**config.mk**
```make
export PLATFORM = sky130hd
export DESIGN_NAME = multicycle_ctrl
export DESIGN_NICKNAME = d
export VERILOG_FILES = /design/src/rtl/riscv_pkg.sv /design/src/rtl/opcode_decode.sv /design/src/rtl/multicycle_ctrl.sv
export SDC_FILE = /design/constraint.sdc
export NUM_CORES = 1
export LEC_CHECK = 0
export BUFFER_PORTS_ARGS = -buffer_cell sky130_fd_sc_hd__buf_4
export CORE_AREA = 2 2 74 76
export DETAILED_ROUTE_END_ITERATION = 10
export DIE_AREA = 0 0 76 78
export MAX_ROUTING_LAYER = met4
export PLACE_DENSITY_LB_ADDON = 0.2
export SLEW_MARGIN = 15
export SYNTH_ARGS = -nofsm -noshare
export SYNTH_HDL_FRONTEND = slang
export SYNTH_SLANG_ARGS = --single-unit
```
**constraint.sdc**
```tcl
create_clock -name clk -period 2.7 [get_ports clk]
set_input_delay 0.135 -clock clk [delete_from_list [all_inputs] [get_ports clk]]
set_output_delay 0.135 -clock clk [all_outputs]
set_load 0.02 [all_outputs]
```
**src/rtl/riscv_pkg.sv**
```systemverilog
// Shared opcode constants, FSM state encoding and ALUOp encodings for the multicycle controller.
package riscv_pkg;

  localparam int unsigned OP_W  = 7;
  localparam int unsigned CNT_W = 32;
  localparam int unsigned ST_W  = 3;

  localparam logic [OP_W-1:0] OP_R    = 7'b0110011;
  localparam logic [OP_W-1:0] OP_I    = 7'b0010011;
  localparam logic [OP_W-1:0] OP_LW   = 7'b0000011;
  localparam logic [OP_W-1:0] OP_SW   = 7'b0100011;
  localparam logic [OP_W-1:0] OP_BR   = 7'b1100011;
  localparam logic [OP_W-1:0] OP_JAL  = 7'b1101111;
  localparam logic [OP_W-1:0] OP_JALR = 7'b1100111;
  localparam logic [OP_W-1:0] OP_HALT = 7'b1111111;

  typedef enum logic [ST_W-1:0] {
    S_IDLE   = 3'd0,
    S_FETCH  = 3'd1,
    S_DECODE = 3'd2,
    S_EXEC   = 3'd3,
    S_MEM    = 3'd4,
    S_WB     = 3'd5,
    S_HALTED = 3'd6
  } state_t;

  typedef enum logic [1:0] {
    ALUOP_ADD = 2'b00,  // LW / SW / JALR address add
    ALUOP_BR  = 2'b01,  // branch compare
    ALUOP_RI  = 2'b10   // R/I-type, funct fields decide
  } aluop_t;

endpackage

```
**src/rtl/opcode_decode.sv**
```systemverilog
// Combinational opcode classification; anything outside the recognised set is flagged illegal.
module opcode_decode
  import riscv_pkg::*;
(
  input  logic [OP_W-1:0] op,
  output logic            is_r,
  output logic            is_i,
  output logic            is_lw,
  output logic            is_sw,
  output logic            is_br,
  output logic            is_jal,
  output logic            is_jalr,
  output logic            is_halt,
  output logic            is_illegal
);

  assign is_r    = (op == OP_R);
  assign is_i    = (op == OP_I);
  assign is_lw   = (op == OP_LW);
  assign is_sw   = (op == OP_SW);
  assign is_br   = (op == OP_BR);
  assign is_jal  = (op == OP_JAL);
  assign is_jalr = (op == OP_JALR);
  assign is_halt = (op == OP_HALT);

  assign is_illegal = ~(is_r | is_i | is_lw | is_sw | is_br | is_jal | is_jalr | is_halt);

endmodule

```
**src/rtl/multicycle_ctrl.sv**
```systemverilog
// Multicycle RISC-V control FSM: fetch/decode/exec/mem/wb sequencing, strobes, retired-instruction count.
module multicycle_ctrl
  import riscv_pkg::*;
(
  input  logic              clk,
  input  logic              reset,
  input  logic [OP_W-1:0]   Opcode,
  input  logic              IMemReady,
  input  logic              DMemReady,
  output logic              IMemReq,
  output logic              IRWrite,
  output logic              PCWrite,
  output logic              ALUSrc,
  output logic              MemtoReg,
  output logic              RegWrite,
  output logic              MemRead,
  output logic              MemWrite,
  output logic              Branch,
  output logic              Jump,
  output logic              JumpReg,
  output logic [1:0]        ALUOp,
  output logic              Halt,
  output logic              IllegalOp,
  output logic [ST_W-1:0]   State,
  output logic [CNT_W-1:0]  InstrCount
);

  state_t             r_state;
  state_t             w_state_nxt;
  logic [OP_W-1:0]    r_op_q;
  logic               r_illegal;
  logic [CNT_W-1:0]   r_instr_count;

  logic [OP_W-1:0]    w_dec_op;
  logic               w_is_r;
  logic               w_is_i;
  logic               w_is_lw;
  logic               w_is_sw;
  logic               w_is_br;
  logic               w_is_jal;
  logic               w_is_jalr;
  logic               w_is_halt;
  logic               w_is_illegal;

  // DECODE classifies the live opcode; later states only ever see the latched copy
  assign w_dec_op = (r_state == S_DECODE) ? Opcode : r_op_q;

  opcode_decode u_opcode_decode (
    .op         (w_dec_op),
    .is_r       (w_is_r),
    .is_i       (w_is_i),
    .is_lw      (w_is_lw),
    .is_sw      (w_is_sw),
    .is_br      (w_is_br),
    .is_jal     (w_is_jal),
    .is_jalr    (w_is_jalr),
    .is_halt    (w_is_halt),
    .is_illegal (w_is_illegal)
  );

  // State register, opcode latch, sticky illegal flag and retired-instruction counter
  always_ff @(posedge clk or posedge reset) begin
    if (reset) begin
      r_state       <= S_IDLE;
      r_op_q        <= '0;
      r_illegal     <= 1'b0;
      r_instr_count <= '0;
    end else begin
      r_state <= w_state_nxt;
      if (r_state == S_DECODE) begin
        r_op_q <= Opcode;
        if (w_is_illegal) begin
          r_illegal <= 1'b1;
        end
      end
      if (PCWrite) begin
        r_instr_count <= r_instr_count + CNT_W'(1);
      end
    end
  end

  // Next-state and strobe decode from current state and latched opcode
  always_comb begin
    w_state_nxt = r_state;
    IMemReq     = 1'b0;
    IRWrite     = 1'b0;
    PCWrite     = 1'b0;
    ALUSrc      = 1'b0;
    MemtoReg    = 1'b0;
    RegWrite    = 1'b0;
    MemRead     = 1'b0;
    MemWrite    = 1'b0;
    Branch      = 1'b0;
    Jump        = 1'b0;
    JumpReg     = 1'b0;
    ALUOp       = ALUOP_ADD;

    unique case (r_state)
      S_IDLE: begin
        w_state_nxt = S_FETCH;
      end
      S_FETCH: begin
        IMemReq = 1'b1;
        if (IMemReady) begin
          IRWrite     = 1'b1;
          w_state_nxt = S_DECODE;
        end
      end
      S_DECODE: begin
        if (w_is_halt || w_is_illegal) begin
          w_state_nxt = S_HALTED;
        end else begin
          w_state_nxt = S_EXEC;
        end
      end
      S_EXEC: begin
        ALUSrc = w_is_lw | w_is_sw | w_is_i | w_is_jalr;
        if (w_is_br) begin
          ALUOp = ALUOP_BR;
        end else if (w_is_r || w_is_i) begin
          ALUOp = ALUOP_RI;
        end
        if (w_is_br) begin
          Branch      = 1'b1;
          PCWrite     = 1'b1;
          w_state_nxt = S_FETCH;
        end else if (w_is_lw || w_is_sw) begin
          w_state_nxt = S_MEM;
        end else begin
          w_state_nxt = S_WB;
        end
      end
      S_MEM: begin
        MemRead  = w_is_lw;
        MemWrite = w_is_sw;
        if (DMemReady) begin
          if (w_is_sw) begin
            PCWrite     = 1'b1;
            w_state_nxt = S_FETCH;
          end else begin
            w_state_nxt = S_WB;
          end
        end
      end
      S_WB: begin
        RegWrite    = 1'b1;
        PCWrite     = 1'b1;
        MemtoReg    = w_is_lw;
        Jump        = w_is_jal | w_is_jalr;
        JumpReg     = w_is_jalr;
        w_state_nxt = S_FETCH;
      end
      S_HALTED: begin
        w_state_nxt = S_HALTED;
      end
      default: begin
        w_state_nxt = S_IDLE;
      end
    endcase
  end

  assign Halt       = (r_state == S_HALTED);
  assign IllegalOp  = r_illegal;
  assign State      = ST_W'(r_state);
  assign InstrCount = r_instr_count;

endmodule

```
Word level (Yosys, flattened, before mapping) --
Cells that the tools add are included.
Cells by class: add/sub/neg operators 1, eq/ne operators 16, multiplexer cells 26, bitwise logic cells 12, reductions and logical operators 7
Operators with widths (count):
- 32-bit by 1-bit adder with 32-bit output, second input constant | 1
- 7-bit == test, second input constant | 4
- 3-bit one-hot mux with 6 select lines | 1
- 1-bit 2-to-1 mux | 15
- 3-bit 2-to-1 mux | 5
- 7-bit by 6-bit == test with 1-bit output, second input constant | 2
- 1-bit bitwise OR | 11
- 3-bit == test, second input constant | 3
- 7-bit by 2-bit == test with 1-bit output, second input constant | 1
- 7-bit by 5-bit == test with 1-bit output, second input constant | 1
- 7-bit 2-to-1 mux | 1
- 3-bit by 2-bit == test with 1-bit output, second input constant | 2
- 2-bit 2-to-1 mux | 3
- 2-bit inequality test, second input constant | 2
- 2-bit AND reduction | 2
- 3-bit by 1-bit == test with 1-bit output, second input constant | 1
- 3-bit zero test | 1
- 1-bit logical OR | 3
- 1-bit one-hot mux with 3 select lines | 1
- 2-bit OR reduction | 1
- 1-bit NOT | 1
Word-level totals: register bits 43, bits of input ports 11, output and inout port bits 50, word-level logic and storage cells 66

Longest topological paths before layout --
word-level depth 14, depth in mapped cells 7, gate-level depth less buffers 6

Modules after synthesis --
A second synthesis with hierarchy kept.
Unflattened totals: cell total of the unflattened synthesis 206, area, all modules 2214.6 µm²
Modules (own cells, without submodules):
- multicycle_ctrl | times used 1, cells each 189, area an instance 2087.0 µm², sequential area each 1076.0 µm²
- opcode_decode | times used 1, cells each 17, area an instance 127.6 µm², sequential area each 0.0 µm²

Worst setup path before layout --
No wires, ideal clock.
path kind register to output, start point register r_state[2] (netlist: State[2]), end point output ALUSrc, arrival time 2.005 ns, required time 2.565 ns, path slack 0.560 ns, stages on the path, launching flop included 7, path buffers 2, cells stage by stage dfrtp_1 -> buf_6 -> or3b_4 -> buf_6 -> mux2_2 -> or2b_1 -> a21oi_1
On the way: cells in the longest elaborated chain, start to end 7, elaborated cells between the ends (all ways) 11, those cells by class 6 x eq/ne; 2 x mux; 3 x bitwise
RTL lines:
- start, declared | RTL line multicycle_ctrl.sv:28 | state_t r_state;
- start signal, assigned | RTL line multicycle_ctrl.sv:69 | r_state <= w_state_nxt;
- 3-bit by 2-bit == test with 1-bit output (*) | RTL line multicycle_ctrl.sv:46 | assign w_dec_op = (r_state == S_DECODE) ? Opcode : r_op_q;
- 7-bit 2-to-1 mux (*)
- net u_opcode_decode.op[3] | RTL line opcode_decode.sv:5 | input logic [OP_W-1:0] op,
- 7-bit by 2-bit == test with 1-bit output / 7-bit by 6-bit == test with 1-bit output (equally long branches) | RTL line opcode_decode.sv:19, opcode_decode.sv:20
- 1-bit bitwise OR (2 in a row) | RTL line multicycle_ctrl.sv:117 | ALUSrc = w_is_lw | w_is_sw | w_is_i | w_is_jalr;
- 1-bit bitwise OR (*) | RTL line multicycle_ctrl.sv:117
- 1-bit 2-to-1 mux (*) | RTL line multicycle_ctrl.sv:98 | unique case (r_state)
- end, declared | RTL line multicycle_ctrl.sv:13 | output logic ALUSrc,
Mark *: on every way through the listed nets, which the timed path passes. The rest lies on a longest branch.

Worst setup path in the final report --
start point register r_state[1] (netlist: State[1]), end point output ALUSrc
On the way: cells in the longest elaborated chain, start to end 7, elaborated cells between the ends (all ways) 11, those cells by class 6 x eq/ne; 2 x mux; 3 x bitwise
RTL lines (RTL line):
- 3-bit by 2-bit == test with 1-bit output | multicycle_ctrl.sv:46
- 7-bit 2-to-1 mux
- 7-bit by 2-bit == test with 1-bit output / 7-bit by 6-bit == test with 1-bit output (equally long branches) | opcode_decode.sv:19, opcode_decode.sv:20
- 1-bit bitwise OR (3 in a row) | multicycle_ctrl.sv:117
- 1-bit 2-to-1 mux (*) | multicycle_ctrl.sv:98
Mark *: on every way between the ends. The rest lies on a longest branch, timed or not.

==> flow_summary.toml <==
[status]
status = "finished, final reports clean"

[critical_path]
critPathLaunchType = "flip-flop"
cp-end-kind = "output pin"
cp.required_ns = 2.57
crit_fanout = 13
crit_type = "reg -> out"
worst-endpoint-arrival_ns = 2.31

[floorplanning]
top_level_ports = 61
core-area_sq_um = 5040
start_util = 0.443
die_x_um = 76
fp.dieArea_sq_um = 5930
die_height_um = 78
fp-row-count = 26

[final_layout]
stdcell_area_sq_um = 2870
seq_area_sq_um = 1080
final_core_util = 0.568
fillers = 477
area_growth_pct = 28.3
layout_common_cells = "64 x buf_4, 43 x dfrtp_1, 22 x xnor2_1"
fin_nets = 290
drive_gt1_frac = 0.308
layout_commonest_cell = "buf_4"
antenna_cells = 0
multi_input_area_sq_um = 1050

[route]
first_pass_iters = 4
ant_nets = 0
vias_per_cell = 5.18
num_vias = 1807
wirelength_um = 4920
wl_per_cell_um = 14.1
drc = 0
drt-initial-drc-count = 94

[clocking]
cts_setup_buffers = 0
cts_hold_buf = 1
cts_sinks = 43
cts_resized = 0
clockRootBuffer = "clkbuf_8"
clk_pin_slew_ns = 0.08
clock_latency_ns = 0.29
cts-htree-levels = 2
max-clock-path-buffers = 2
cts_tree = "yes"
cts-buffers-inserted = 5

[synth]
yosysTopAreaCellShare = 0.482
synthesis.nets = 226
synthFlopType = "dfrtp_1"
ys_seq_area_frac = 0.482
yosys_register_bits = 43
synthTopCellsByArea = "dfrtp_1 48%, xnor2_1 8.6%, nand3_1 4.3%"
synth_top_area_cell = "dfrtp_1"
syn_inst = 214
syn_area_per_cell_sq_um = 10.4
synthArstFlopShare = 1.00
syn_area_sq_um = 2230
yosys_warnings = 0
synth_cell_types = 46
synth_edf_count = 0

[timing]
fin_tns_setup_ns = 0
skew_ns = 0.00276
slew_headroom = 0.562
slew_violations = 0
setup_viol = 0
tightestPinTransition_ns = 0.652
timing.final.crit_share = 0.907
finalHoldViolations = 0
max_freq_mhz = 408
rsz0062_at_grt = "false"
fin_crit_ns = 2.45

[global_routing]
grtUsageTotal = 0.182
gr-total-overflow = 0
grt_max_degree = 26
grt_pass1_wl_um = 8360
grt_pass1_vias = 1683
antenna_found_initial = 0

[run]
cap_viol_max_count = 0

[power_and_ir_drop]
p_per_area_nw_per_um2 = 422
p_leak_nw = 1.27
vdd_drop_max_mv = 0.303

[min_path]
hold_class = "in -> reg"

[place]
dp_hpwl_um = 3610
gp_congestion = 0.842
post_dp_cell_area_sq_um = 2740
port_buffers = 60
-- final timing paths --
check | from | to | slack (ns) | cells past startpoint
setup / recovery | State[1] | ALUSrc | 0.25 | 5
hold / removal | IMemReady | State[1] | 0.07 | 3
setup reg to reg | State[1] | State[0] | 0.56 | 5
hold reg to reg | InstrCount[31] | InstrCount[31] | 0.48 | 1
max in group asynchronous | reset | InstrCount[23] | 1.60 | 4
min in group asynchronous | reset | r_op_q[3] | 0.41 | 3
-- cell usage after synthesis, types with 3 or more instances --
master,instances
a21oi_1,3
nand3_1,19
xor2_1,9
buf_6,3
dfrtp_1,43
and4_1,3
or2b_1,3
nand2_1,15
nor2_1,11
buf_2,3
inv_1,11
nand4_1,9
and3_1,8
xnor2_1,22
nor3_1,8
mux2_2,6
-- cells by family (layout without fill, tap and decap cells) --
| logic type | count (synthesis) | count (layout) | synth area share |
|---|---|---|---|
| flops | 43 | 43 | 0.482 |
| compound gates | 15 | 15 | 0.0487 |
| simple gates | 97 | 97 | 0.256 |
| fa+ha+maj | 1 | 1 | 0.00560 |
| mux | 8 | 8 | 0.0392 |
| buf+inv | 19 | 84 | 0.0470 |
| xor+xnor | 31 | 31 | 0.122 |
-- cell type report --
class                      instances  area share
clock buffer                       6      0.0288
clock inverter                     2      0.0122
inverter                          11      0.0144
multi-input combinational        152       0.368
sequential                        43       0.375
tap                               70      0.0306
timing repair buffer              65       0.171
-- routing by layer --
metal,GRT usage,vias up,wire [um],part of all wire
li1,-,878,-,-
met1,0.240,871,2370,0.48
met2,0.269,51,2210,0.45
met3,0.0465,7,250,0.051
met4,0.0764,0,93,0.019
met5,-,-,0,0
-- stage by stage --
stage / instances / hold slack [ns] / total power (W) / worst slack [ns]
6_report: 349 / 0.0661 / 0.00121 / 0.250
5_1_grt: 349 / 0.0853 / 0.00127 / 0.0349
4_1_cts: 349 / 0.0552 / 0.00123 / 0.227
3_5_place_dp: 340 / 0.186 / 0.000712 / 0.569
3_3_place_gp: 340 / 0.182 / 0.000712 / 0.632
2_1_floorplan: 214 / 0.266 / 0.000687 / 0.560
-- state kept, by name, indices dropped and copies added, names as in the netlist --
signal	count
r_op_q	7
IllegalOp	1
InstrCount	32
State	3
-- report_power, final --
| part | internal, W | switching [W] | leakage [nW] |
|---|---|---|---|
| clock | 0.000299 | 0.000212 | 0.0612 |
| combinational | 0.0000192 | 0.0000271 | 0.695 |
| sequential | 0.000649 | 0.00000468 | 0.517 |
-- worst max-delay path, cell delays in order, from the launching register on --
cell and delay (ns):
dfrtp_1 0.50, or3b_4 0.52, o31ai_1 0.41, or2b_1 0.26
a21oi_1 0.15, buf_4 0.17
(Power assumes the default switching activity.)
